$ cat config.mk
export PLATFORM = sky130hd
export DESIGN_NAME = conv3x3_pixel_source
export DESIGN_NICKNAME = d
export VERILOG_FILES = /design/src/rtl/conv3x3_pixel_source.sv
export SDC_FILE = /design/constraint.sdc
export NUM_CORES = 1
export LEC_CHECK = 0
export CAP_MARGIN = 0
export CORE_UTILIZATION = 45
export CTS_CLUSTER_DIAMETER = 120
export DETAILED_ROUTE_END_ITERATION = 16
export SLEW_MARGIN = 20
export SYNTH_ARGS = -nofsm -noshare
export SYNTH_HDL_FRONTEND = slang
export SYNTH_SLANG_ARGS = --single-unit
$ cat constraint.sdc
create_clock -name clk -period 20.4 [get_ports clk]
set_input_delay 4.08 -clock clk [delete_from_list [all_inputs] [get_ports clk]]
set_output_delay 4.08 -clock clk [all_outputs]
set_load 0.02 [all_outputs]
$ cat src/rtl/conv3x3_pixel_source.sv
// conv3x3_pixel_source
//   Upstream pixel source for the VGA output stage. Each pixel request (x, y)
//   is answered with a 4-bit grayscale value: a 3x3 convolution over an
//   external frame memory (address = y*IMG_W + x). A sliding 3-column window
//   means each request costs three memory reads (column x+1, rows y-1..y+1).
//
// Ports
//   clk             system clock
//   reset           synchronous reset, active low
//   pixel_request   one-cycle request strobe (>= 4 cycles apart)
//   pixel_x/_y      requested column / row
//   kernel_sel      0 identity, 1 box blur, 2 laplacian edge, 3 sharpen
//   threshold       (CONV_THRESHOLD_EN only) binarisation level
//   mem_rd_en       frame memory read enable (registered)
//   mem_addr        frame memory read address (registered)
//   mem_rd_data     read data, valid on the edge after mem_rd_en
//   grayscale_pixel result for the last accepted request
//   busy            fetch in progress
//   overrun         sticky: request arrived while busy
//   sync_err        sticky: column 0 requested without a matching line prime
//
// Build option
//   CONV_THRESHOLD_EN  adds the threshold input; in-image results become 15/0.
//
// state  | meaning
// IDLE   | waiting for a request
// RD_TOP | read slot for row y-1 of the fetch column
// RD_MID | read slot for row y
// RD_BOT | read slot for row y+1; result registered on exit
module conv3x3_pixel_source #(
  parameter int IMG_W  = 640,
  parameter int IMG_H  = 480,
  parameter int H_LAST = 799,
  parameter int V_LAST = 524,
  parameter int ADDR_W = 19
) (
  input  logic              clk,
  input  logic              reset,
  input  logic              pixel_request,
  input  logic [9:0]        pixel_x,
  input  logic [9:0]        pixel_y,
  input  logic [1:0]        kernel_sel,
`ifdef CONV_THRESHOLD_EN
  input  logic [3:0]        threshold,
`endif
  output logic              mem_rd_en,
  output logic [ADDR_W-1:0] mem_addr,
  input  logic [3:0]        mem_rd_data,
  output logic [3:0]        grayscale_pixel,
  output logic              busy,
  output logic              overrun,
  output logic              sync_err
);
  typedef enum logic [1:0] {IDLE, RD_TOP, RD_MID, RD_BOT} state_t;

  localparam logic [9:0]        IMG_W_C  = 10'(IMG_W);
  localparam logic [10:0]       IMG_H_C  = 11'(IMG_H);
  localparam logic [9:0]        H_LAST_C = 10'(H_LAST);
  localparam logic [9:0]        V_LAST_C = 10'(V_LAST);
  localparam logic [ADDR_W-1:0] IMG_W_A  = ADDR_W'(IMG_W);

  state_t state_q, state_d;
  // window [column L,C,R][row top,mid,bot]
  logic [2:0][2:0][3:0] win_q, win_d, wk;
  logic [9:0]  fx_q, fx_d, fy_q, fy_d;
  logic [1:0]  kern_q, kern_d;
  logic        prime_q, prime_d, zpend_q, zpend_d;
  logic        primed_vld_q, primed_vld_d;
  logic [9:0]  primed_row_q, primed_row_d;
  logic [3:0]  gray_q, gray_d;
  logic        rd_en_q, rd_en_d;
  logic [ADDR_W-1:0] addr_q, addr_d;
  logic        overrun_q, overrun_d, sync_err_q, sync_err_d;
`ifdef CONV_THRESHOLD_EN
  logic [3:0]  thr_q, thr_d;
`endif

  logic        in_img;
  logic [9:0]  prime_row;
  logic [3:0]  rd_val, centre, k_res, out_res;
  logic [7:0]  sum9, n8, n4;
  logic [12:0] box_prod;
  logic signed [8:0] lap, sharp;
  logic [8:0]  lap_mag;
  logic [1:0]  slot;
  logic [10:0] row_p1;   // target row + 1, so row -1 maps to 0

  // border slots keep mem_rd_en low; their window entry reads as zero
  assign rd_val    = rd_en_q ? mem_rd_data : 4'd0;
  assign in_img    = (pixel_x < IMG_W_C) && ({1'b0, pixel_y} < IMG_H_C);
  assign prime_row = (pixel_y == V_LAST_C) ? 10'd0 : pixel_y + 10'd1;

  // kernel over the window with the bottom-right entry taken straight from memory
  always_comb begin
    wk = win_q;
    wk[2][2] = rd_val;
    sum9 = 8'd0;
    for (int c = 0; c < 3; c++)
      for (int r = 0; r < 3; r++)
        sum9 = sum9 + 8'(wk[c][r]);
    centre   = wk[1][1];
    n8       = sum9 - 8'(centre);
    n4       = 8'(wk[1][0]) + 8'(wk[1][2]) + 8'(wk[0][1]) + 8'(wk[2][1]);
    box_prod = 13'(sum9) * 13'd57;
    lap      = $signed({2'b00, centre, 3'b000}) - $signed({1'b0, n8});
    lap_mag  = lap[8] ? 9'(-lap) : 9'(lap);
    sharp    = $signed(9'({centre, 2'b00}) + 9'(centre)) - $signed({1'b0, n4});
    case (kern_q)
      2'd0:    k_res = centre;
      2'd1:    k_res = 4'(box_prod >> 9);
      2'd2:    k_res = (lap_mag > 9'd15) ? 4'd15 : 4'(lap_mag);
      default: k_res = sharp[8] ? 4'd0 : ((sharp > 9'sd15) ? 4'd15 : 4'(sharp));
    endcase
`ifdef CONV_THRESHOLD_EN
    out_res = (k_res >= thr_q) ? 4'd15 : 4'd0;
`else
    out_res = k_res;
`endif
  end

  always_comb begin
    state_d      = state_q;
    win_d        = win_q;
    fx_d         = fx_q;
    fy_d         = fy_q;
    kern_d       = kern_q;
    prime_d      = prime_q;
    zpend_d      = 1'b0;
    primed_vld_d = primed_vld_q;
    primed_row_d = primed_row_q;
    gray_d       = zpend_q ? 4'd0 : gray_q;
    overrun_d    = overrun_q | (pixel_request & (state_q != IDLE));
    sync_err_d   = sync_err_q;
`ifdef CONV_THRESHOLD_EN
    thr_d        = thr_q;
`endif
    case (state_q)
      IDLE: if (pixel_request) begin
        kern_d = kernel_sel;
`ifdef CONV_THRESHOLD_EN
        thr_d  = threshold;
`endif
        if (in_img) begin
          if (pixel_x == 10'd0 && !(primed_vld_q && primed_row_q == pixel_y)) begin
            sync_err_d = 1'b1;
            zpend_d    = 1'b1;
          end else begin
            state_d  = RD_TOP;
            fx_d     = pixel_x + 10'd1;
            fy_d     = pixel_y;
            prime_d  = 1'b0;
            win_d[0] = win_q[1];
            win_d[1] = win_q[2];
          end
        end else if (pixel_x == H_LAST_C) begin
          primed_vld_d = 1'b1;
          primed_row_d = prime_row;
          if ({1'b0, prime_row} < IMG_H_C) begin
            state_d  = RD_TOP;
            fx_d     = 10'd0;
            fy_d     = prime_row;
            prime_d  = 1'b1;
            win_d[0] = '0;
            win_d[1] = '0;
          end
        end else begin
          zpend_d = 1'b1;
        end
      end
      RD_TOP: begin
        state_d     = RD_MID;
        win_d[2][0] = rd_val;
      end
      RD_MID: begin
        state_d     = RD_BOT;
        win_d[2][1] = rd_val;
      end
      default: begin
        state_d     = IDLE;
        win_d[2][2] = rd_val;
        gray_d      = prime_q ? 4'd0 : out_res;
      end
    endcase

    // read issued for the slot being entered
    case (state_d)
      RD_MID:  slot = 2'd1;
      RD_BOT:  slot = 2'd2;
      default: slot = 2'd0;
    endcase
    row_p1  = {1'b0, fy_d} + {9'd0, slot};
    rd_en_d = (state_d != IDLE) && (row_p1 != 11'd0) && (row_p1 <= IMG_H_C) && (fx_d < IMG_W_C);
    addr_d  = addr_q;
    if (rd_en_d)
      addr_d = ADDR_W'(row_p1 - 11'd1) * IMG_W_A + ADDR_W'(fx_d);
  end

  always_ff @(posedge clk) begin
    if (!reset) begin
      state_q      <= IDLE;
      win_q        <= '0;
      fx_q         <= '0;
      fy_q         <= '0;
      kern_q       <= '0;
      prime_q      <= 1'b0;
      zpend_q      <= 1'b0;
      primed_vld_q <= 1'b0;
      primed_row_q <= '0;
      gray_q       <= '0;
      rd_en_q      <= 1'b0;
      addr_q       <= '0;
      overrun_q    <= 1'b0;
      sync_err_q   <= 1'b0;
`ifdef CONV_THRESHOLD_EN
      thr_q        <= '0;
`endif
    end else begin
      state_q      <= state_d;
      win_q        <= win_d;
      fx_q         <= fx_d;
      fy_q         <= fy_d;
      kern_q       <= kern_d;
      prime_q      <= prime_d;
      zpend_q      <= zpend_d;
      primed_vld_q <= primed_vld_d;
      primed_row_q <= primed_row_d;
      gray_q       <= gray_d;
      rd_en_q      <= rd_en_d;
      addr_q       <= addr_d;
      overrun_q    <= overrun_d;
      sync_err_q   <= sync_err_d;
`ifdef CONV_THRESHOLD_EN
      thr_q        <= thr_d;
`endif
    end
  end

  assign mem_rd_en       = rd_en_q;
  assign mem_addr        = addr_q;
  assign grayscale_pixel = gray_q;
  assign busy            = (state_q != IDLE);
  assign overrun         = overrun_q;
  assign sync_err        = sync_err_q;
endmodule

==> run_results.csv, run 1 <==
group,metric,value,unit
status,status,"finished, final reports clean",
timing,fmax,91.7,MHz
power,p_total,1.44,mW
placed_design,place.gp.congestion,0.845,
die,core,0.0187,sq mm
critical_path,cpMaxStageDelayCell,"xor2_1",
critical_path,cp.required,20680,ps
cts,cts.htree.levels,3,
die,num_rows,50,
timing,fin_crit_sh,53.5,%
logic_synthesis,netlist_area,0.00859,sq mm
logic_synthesis,yosysUniqueCellTypes,76,
drt,antenna_left,0,
die,initial_utilization,45.9,%
drt,viasPerCell,5.37,
grt,grt_pass1_wl,33000,um
finish,filler_cell_count,1752,
die,ioPinCount,56,
logic_synthesis,synth-seq-cells,99,
logic_synthesis,synthTopCellsByCount,"inv_1, dfxtp_1, nor2_1",
logic_synthesis,avgSynthCellArea,8.63,sq um
timing,tns,0,ps
grt,overflow,0,
placed_design,dpl.hpwl,15500,um
finish,insertedDiodeCount,0,
finish,final_layout_size_suffix_gt1_share,6.20,%
cts,cts.sink_count,99,
logic_synthesis,async_flop_share,0,%
finish,regArea,0.00198,sq mm
grt,antenna_found_initial,0,
cts,clk-insertion-delay-late,360,ps
finish,area_growth,11.4,%
logic_synthesis,synth_edf_count,0,
logic_synthesis,synth.top_cell.area_share,23.1,%
placed_design,portBuffers,55,
power,powerDensity,150,mW/mm^2
logic_synthesis,synth.area.top_cells,"dfxtp_1, ha_1, fa_1",
timing,max_slew_margin,45.6,%
critical_path,crit_fanout,8,
critical_path,crit_type,"input pin to flip-flop",
grt,track_usage,20.9,%
timing,layout_min_cycle_time,10910,ps
logic_synthesis,yosysSeqAreaShare,23.1,%
flow_run,cap_violations,0,
logic_synthesis,synthFlopType,"dfxtp_1",
cts,clk_pin_slew,70,ps
cts,cts_resized,0,
timing,worst_pin_slew,816,ps
cts,cts_buffers,9,
drt,wl_per_cell,15.6,um
drt,drtIter0Drc,313,
logic_synthesis,synth_area_leader_cell,"dfxtp_1",
drt,drc,0,
critical_path,worst_path_most_repeated_cell,"fa_1",
drt,drt_wl_total,19800,um
drt,num_vias,6799,
critical_path,endpoint_kind,"flip-flop",
worst_hold_path,min_path_type,"flip-flop to flip-flop",
grt,grt_pass1_vias,6620,
drt,first_pass_iters,7,
die,die_y,140,um
timing,slew_viol_final,0,
die,fp.dieW,140,um
timing,setup_viol,0,
logic_synthesis,yosysMostFrequentCell,"inv_1",
logic_synthesis,synth_cells,996,
finish,nets,1194,
critical_path,max_stage_delay,580,ps
grt,grt_max_degree,41,
timing,fin_worst_skew,16.6,ps
power,leakage,4.04,nW
timing,rsz0062_at_grt,"no",
cts,clock_path_buffers,2,
cts,holdBufCountCts,0,
cts,cts_setup_buffers,0,
critical_path,arrival,11190,ps
timing,hold_viol,0,
cts,cts_root_buffer,"clkbuf_16",
die,die-area,0.0196,sq mm
finish,multiInputGateArea,0.00594,sq mm
power,peakVddDrop,0.279,mV
logic_synthesis,yosysWarnings,0,
critical_path,start_kind,"input pin",
logic_synthesis,synth_nets,1162,
cts,tritoncts,"built",
==> cells in the final DEF, fill, tap and decap left out, types with 4 or more instances in the layout <==
| cell | instances |
|---|---|
| nor4_1 | 4 |
| a21oi_1 | 48 |
| o21bai_1 | 6 |
| nand2b_1 | 7 |
| o21a_1 | 5 |
| and2_1 | 20 |
| dfxtp_1 | 99 |
| fa_1 | 51 |
| inv_1 | 123 |
| a31oi_1 | 8 |
| nand4_1 | 12 |
| a21o_1 | 13 |
| or3_1 | 5 |
| nand2_1 | 66 |
| mux2i_1 | 21 |
| a211oi_1 | 10 |
| nand3_1 | 26 |
| xor2_1 | 24 |
| a22oi_1 | 30 |
| ha_1 | 86 |
| buf_4 | 5 |
| clkdlybuf4s50_1 | 55 |
| o21ai_0 | 21 |
| xnor2_1 | 60 |
| clkbuf_16 | 9 |
| nor2b_1 | 10 |
| and3_1 | 6 |
| o221a_2 | 6 |
| nor3_1 | 24 |
| o21ai_2 | 8 |
| o22ai_1 | 5 |
| nor2_1 | 86 |
==> through the flow <==
stage               hold slack [ps]  area, sq um  util (%)  cells  setup WS, ps
global placement                447         9270      49.6   1251          9160
CTS                             463         9570      51.1   1267          9480
detailed placement              452         9270      49.6   1251          9120
finish                          463         9570      51.1   1267          9490
global route                    477         9570      51.1   1267          8990
floorplan                       436         8590         -    996          9950
==> worst max-delay path, delay by kind of cell <==
kind | cells | cell delay, ps
adders and majority gates | 10 | 4030
buffers and inverters | 5 | 690
xor gates and xnor gates | 1 | 580
and+or+nand+nor | 3 | 620
AOI/OAI and AO/OA | 7 | 1180
==> flip-flops by register name (all words and copies together), names as in the netlist, 4 cells and up <==
signal           flops
primed_row_q        10
fx_q                10
fy_q                10
mem_addr            19
centre               4
grayscale_pixel      4
win_q               32
==> worst paths after layout <==
| kind | startpoint | endpoint | slack [ps] | cells past startpoint |
|---|---|---|---|---|
| hold / removal | mem_addr[4] | mem_addr[4] | 460 | 2 |
| setup / recovery | mem_rd_data[2] | grayscale_pixel[2] | 9490 | 26 |
| hold reg to reg | mem_addr[4] | mem_addr[4] | 460 | 2 |
| setup reg to reg | centre[2] | grayscale_pixel[2] | 13110 | 24 |
==> power breakdown <==
part / leakage (nW) / internal (mW) / switching [mW]
logic: 3.09 / 0.451 / 0.577
registers: 0.803 / 0.217 / 0.0155
clock network: 0.147 / 0.0988 / 0.0788
total: 4.04 / 0.767 / 0.671
==> cell families after synthesis <==
kind of cell | share of synthesized area [%]
fa+ha+maj | 24.4
simple gates | 16.9
xor+xnor | 8.56
mux | 2.84
compound gates | 16.4
buf+inv | 7.82
flops | 23.1
==> final cells by class <==
cell class,instances,share of cell area [%]
inverter,125,4.90
sequential,99,20.7
clock buffer,12,2.58
multi-input combinational,733,62.1
timing repair buffer,60,6.15
clock inverter,4,0.510
tap,234,3.06
==> per-layer routing <==
| metal | wire length, um | share of wire [%] | global-route usage [%] |
|---|---|---|---|
| met5 | 0 | 0 | 0 |
| met4 | 242 | 1.2 | 4.92 |
| met3 | 451 | 2.3 | 3.04 |
| met2 | 10100 | 51 | 38.3 |
| met1 | 9020 | 46 | 25.7 |
(Power assumes the default switching activity.)
==> inputs of run 2 (changes only) <==
- clock period: 20.4 -> 11 ns (I/O delays scaled with it)
==> run_results.csv, run 2 (synthesis results as in run 1) <==
group,metric,value,unit
critical_path,critPathBufInv,5,
grt,antenna_found_initial,0,
power,peakVddDrop,0.538,mV
finish,layout_common_cells,"inv_1, dfxtp_1, nor2_1, ha_1, nand2_1",
die,core,0.0187,sq mm
critical_path,cpMaxStageDelayCell,"xor2_1",
critical_path,worst_path_most_repeated_cell,"fa_1",
grt,grtUsageMet3,2.50,%
status,status,"finished, final reports clean",
grt,grt_busiest_layer,"met2",
drt,viasPerCell,5.47,
critical_path,arrival,9280,ps
grt,grt_pass1_vias,6650,
cts,cts.sink_count,99,
die,ioPinCount,56,
finish,final_common_cell,"inv_1",
finish,nets,1194,
placed_design,portBuffers,55,
cts,cts_setup_buffers,0,
grt,track_usage,21.3,%
drt,wl_per_cell,15.7,um
cts,clk_pin_slew,80,ps
drt,num_vias,6926,
timing,max_slew_margin,44.4,%
finish,regMostFlops,"win_q",
finish,largest_reg_flops,32,
grt,grt_use_met1,27.0,%
die,num_rows,50,
critical_path,crit_fanout,8,
cts,tritoncts,"built",
timing,setup_viol,0,
placed_design,dpl.hpwl,15700,um
finish,insertedDiodeCount,0,
timing,layout_min_cycle_time,8990,ps
timing,fin_worst_skew,8.67,ps
timing,worst_pin_slew,834,ps
worst_hold_path,min_path_type,"flip-flop to flip-flop",
grt,met2_usage,38.1,%
critical_path,start_kind,"input pin",
power,p_int,1.40,mW
cts,cts_buffers,9,
grt,grt_max_degree,41,
timing,fmax,111,MHz
cts,cts.htree.levels,3,
timing,hold_viol,0,
drt,first_pass_iters,4,
critical_path,cp.required,11300,ps
power,comb_power_share,72.1,%
drt,antenna_left,0,
flow_run,cap_violations,0,
finish,area_growth,11.3,%
cts,clock_path_buffers,2,
critical_path,path_delay_family,"adder cells",
timing,tns,0,ps
power,power_switching,1.28,mW
timing,slew_viol_final,0,
timing,fin_crit_sh,81.7,%
power,powerDensity,280,mW/mm^2
finish,final_layout_size_suffix_gt1_share,6.39,%
finish,postLayoutCoreUtil,51.1,%
drt,drc,0,
power,leakage,4.04,nW
power,pwr-share-clk,11.8,%
die,fp.dieW,140,um
cts,holdBufCountCts,0,
power,sw_frac_of_total,47.7,%
finish,filler_cell_count,1814,
grt,overflow,0,
cts,clk-insertion-delay-late,360,ps
die,die-area,0.0196,sq mm
critical_path,crit_type,"input pin to flip-flop",
grt,grt_pass1_wl,33500,um
placed_design,place.gp.congestion,0.847,
cts,cts_resized,0,
critical_path,max_stage_delay,560,ps
drt,drtIter0Drc,323,
critical_path,endpoint_kind,"flip-flop",
die,die_y,140,um
die,initial_utilization,45.9,%
power,power_frac_seq,16.2,%
timing,rsz0062_at_grt,"no",
cts,cts_root_buffer,"clkbuf_16",
drt,drt_wl_total,19900,um
-- run 2: worst register-to-register path: stages, from the launching register on --
cell	delay, ps
dfxtp_1	670
fa_1	540
fa_1	510
inv_1	50
fa_1	460
fa_1	540
inv_1	40
ha_1	210
fa_1	400
xor2_1	560
fa_1	520
inv_1	90
fa_1	410
inv_1	70
ha_1	230
ha_1	290
a21o_1	150
a21oi_1	270
nor2b_1	100
o21a_1	200
o21a_1	170
or2_2	290
a21oi_1	140
o2111ai_1	110
a21oi_1	130
-- run 2: final cells by class --
class | count | area (sq um) | area share, %
inverter | 125 | 469 | 4.91
tap | 234 | 293 | 3.06
clock buffer | 9 | 225 | 2.36
multi-input combinational | 733 | 5940 | 62.1
sequential | 99 | 1980 | 20.7
clock inverter | 7 | 61.3 | 0.641
timing repair buffer | 60 | 588 | 6.15
-- run 2: path summary, 6_finish.rpt --
check / from / endpoint / slack, ps / cells past startpoint
max: mem_rd_data[2] / grayscale_pixel[2] / 2010 / 26
min: mem_addr[9] / mem_addr[9] / 460 / 2
max reg2reg: centre[2] / grayscale_pixel[2] / 3790 / 24
min reg2reg: mem_addr[9] / mem_addr[9] / 460 / 2
-- run 2: per-stage QoR --
stage	power, mW	instances	hold slack, ps	area [sq um]	setup WS (ps)
floorplan	1.99	996	436	8590	2430
global placement	2.34	1251	446	9270	1640
detailed placement	2.37	1251	455	9270	1560
CTS	2.70	1267	465	9560	1950
global route	2.95	1267	476	9560	1450
finish	2.68	1267	464	9560	2010
-- run 2: power by group through the flow --
stage	sequential, mW	clock, mW	combinational (mW)
finish	0.432	0.316	1.93
global route	0.439	0.339	2.17
CTS	0.433	0.327	1.94
detailed placement	0.441	0	1.93
global placement	0.441	0	1.90
floorplan	0.460	0	1.53
-- run 2: per-layer routing --
layer  part of all wire, %  vias to the layer above
met4                   1.4                        0
li1                      -                     3469
met3                   2.0                       15
met1                    46                     3363
met2                    51                       79
met5                     0                        -
==> inputs of run 3 (changes only) <==
- clock period: 11 -> 9.35 ns (I/O delays scaled with it)
==> run_results.csv, run 3 (synthesis results as in run 1) <==
group,metric,value,unit
cts,cts_buffers,9,
die,core,0.0187,sq mm
finish,filler_cell_count,1846,
critical_path,worst_path_most_repeated_cell,"fa_1",
drt,wl_per_cell,15.4,um
cts,cts.sink_count,99,
worst_hold_path,min_path_type,"flip-flop to flip-flop",
finish,final_layout_size_suffix_gt1_share,6.83,%
cts,cts_resized,0,
drt,antenna_left,0,
finish,insertedDiodeCount,0,
finish,layout_common_cells,"inv_1, dfxtp_1, nor2_1, ha_1, nand2_1",
timing,fmax,115,MHz
placed_design,place.gp.congestion,0.847,
finish,nets,1201,
placed_design,dp_slack,291,ps
cts,holdBufCountCts,0,
cts,cts_root_buffer,"clkbuf_16",
die,fp.dieW,140,um
grt,overflow,0,
die,die_y,140,um
critical_path,arrival,8960,ps
timing,setup_viol,0,
cts,tritoncts,"built",
die,ioPinCount,56,
grt,grt_max_degree,51,
critical_path,cpMaxStageDelayCell,"fa_1",
timing,layout_min_cycle_time,8670,ps
timing,max_slew_margin,50.2,%
drt,first_pass_iters,4,
critical_path,path_delay_family,"adder cells",
finish,final_area,0.00967,sq mm
drt,drtIter0Drc,322,
placed_design,dpl.hpwl,15500,um
die,die-area,0.0196,sq mm
finish,area_growth,12.5,%
drt,drt_wl_total,19600,um
critical_path,endpoint_kind,"flip-flop",
drt,viasPerCell,5.39,
cts,clk_pin_slew,70,ps
grt,track_usage,20.9,%
grt,grt_pass1_wl,32900,um
finish,postLayoutCoreUtil,51.7,%
placed_design,dpl_cell_area,0.00932,sq mm
critical_path,crit_type,"input pin to flip-flop",
grt,antenna_found_initial,0,
timing,worst_pin_slew,747,ps
critical_path,max_stage_delay,580,ps
timing,rsz0062_at_grt,"no",
cts,clk-insertion-delay-late,350,ps
critical_path,crit_fanout,4,
timing,slew_viol_final,0,
die,initial_utilization,45.9,%
drt,drc,0,
grt,grt_pass1_vias,6683,
flow_run,cap_violations,0,
cts,clock_path_buffers,2,
critical_path,cp.required,9640,ps
power,powerDensity,328,mW/mm^2
power,leakage,4.10,nW
critical_path,start_kind,"input pin",
timing,hold_viol,0,
finish,regMostFlops,"win_q",
critical_path,critPathBufInv,5,
finish,largest_reg_flops,32,
finish,final_common_cell,"inv_1",
timing,fin_worst_skew,10.8,ps
cts,cts_setup_buffers,0,
cts,cts.htree.levels,3,
die,num_rows,50,
timing,fin_crit_sh,92.7,%
drt,num_vias,6856,
placed_design,portBuffers,55,
timing,tns,0,ps
power,peakVddDrop,0.612,mV
timing,hold_slack,457,ps
timing,fin_ws,679,ps
status,status,"finished, final reports clean",
-- run 3: final timing paths --
path	startpoint	endpoint	slack [ps]	cells past startpoint
max reg2reg	centre[2]	grayscale_pixel[2]	2130	24
max	mem_rd_data[2]	grayscale_pixel[2]	680	26
min reg2reg	fx_q[5]	fx_q[5]	460	2
min	fx_q[5]	fx_q[5]	460	2
-- run 3: tightest hold or removal path, cell delays in order, from the launching register on --
cell and delay, ps:
dfxtp_1 300, nand2_1 50, a21oi_1 60
-- run 3: power by group --
part           switching (mW)  total, mW  internal [mW]
Sequential             0.0331      0.508          0.474
Clock                   0.168      0.437          0.268
Combinational            1.24       2.23          0.987
-- run 3: layout make-up --
| type | count | area, sq um | share of cell area (%) |
|---|---|---|---|
| Inverter | 125 | 469 | 4.85 |
| Clock inverter | 4 | 98.8 | 1.02 |
| Timing Repair Buffer | 67 | 641 | 6.63 |
| Tap cell | 234 | 293 | 3.03 |
| Sequential cell | 99 | 1980 | 20.5 |
| Multi-Input combinational cell | 733 | 5940 | 61.4 |
| Clock buffer | 11 | 243 | 2.51 |
-- run 3: routing by layer --
layer / routed length [um] / vias to the layer above / track usage [%]
li1: - / 3488 / -
met1: 8900 / 3294 / 25.8
met2: 10100 / 58 / 38.2
met3: 347 / 16 / 2.70
met4: 261 / 0 / 5.09
met5: 0 / - / 0
-- run 3: metrics by stage --
| stage | std cells | total power, mW |
|---|---|---|
| after global placement | 1258 | 2.74 |
| after CTS | 1273 | 3.21 |
| after floorplan | 996 | 2.34 |
| final | 1273 | 3.17 |
| after global routing | 1273 | 3.49 |
| after detailed placement | 1258 | 2.76 |
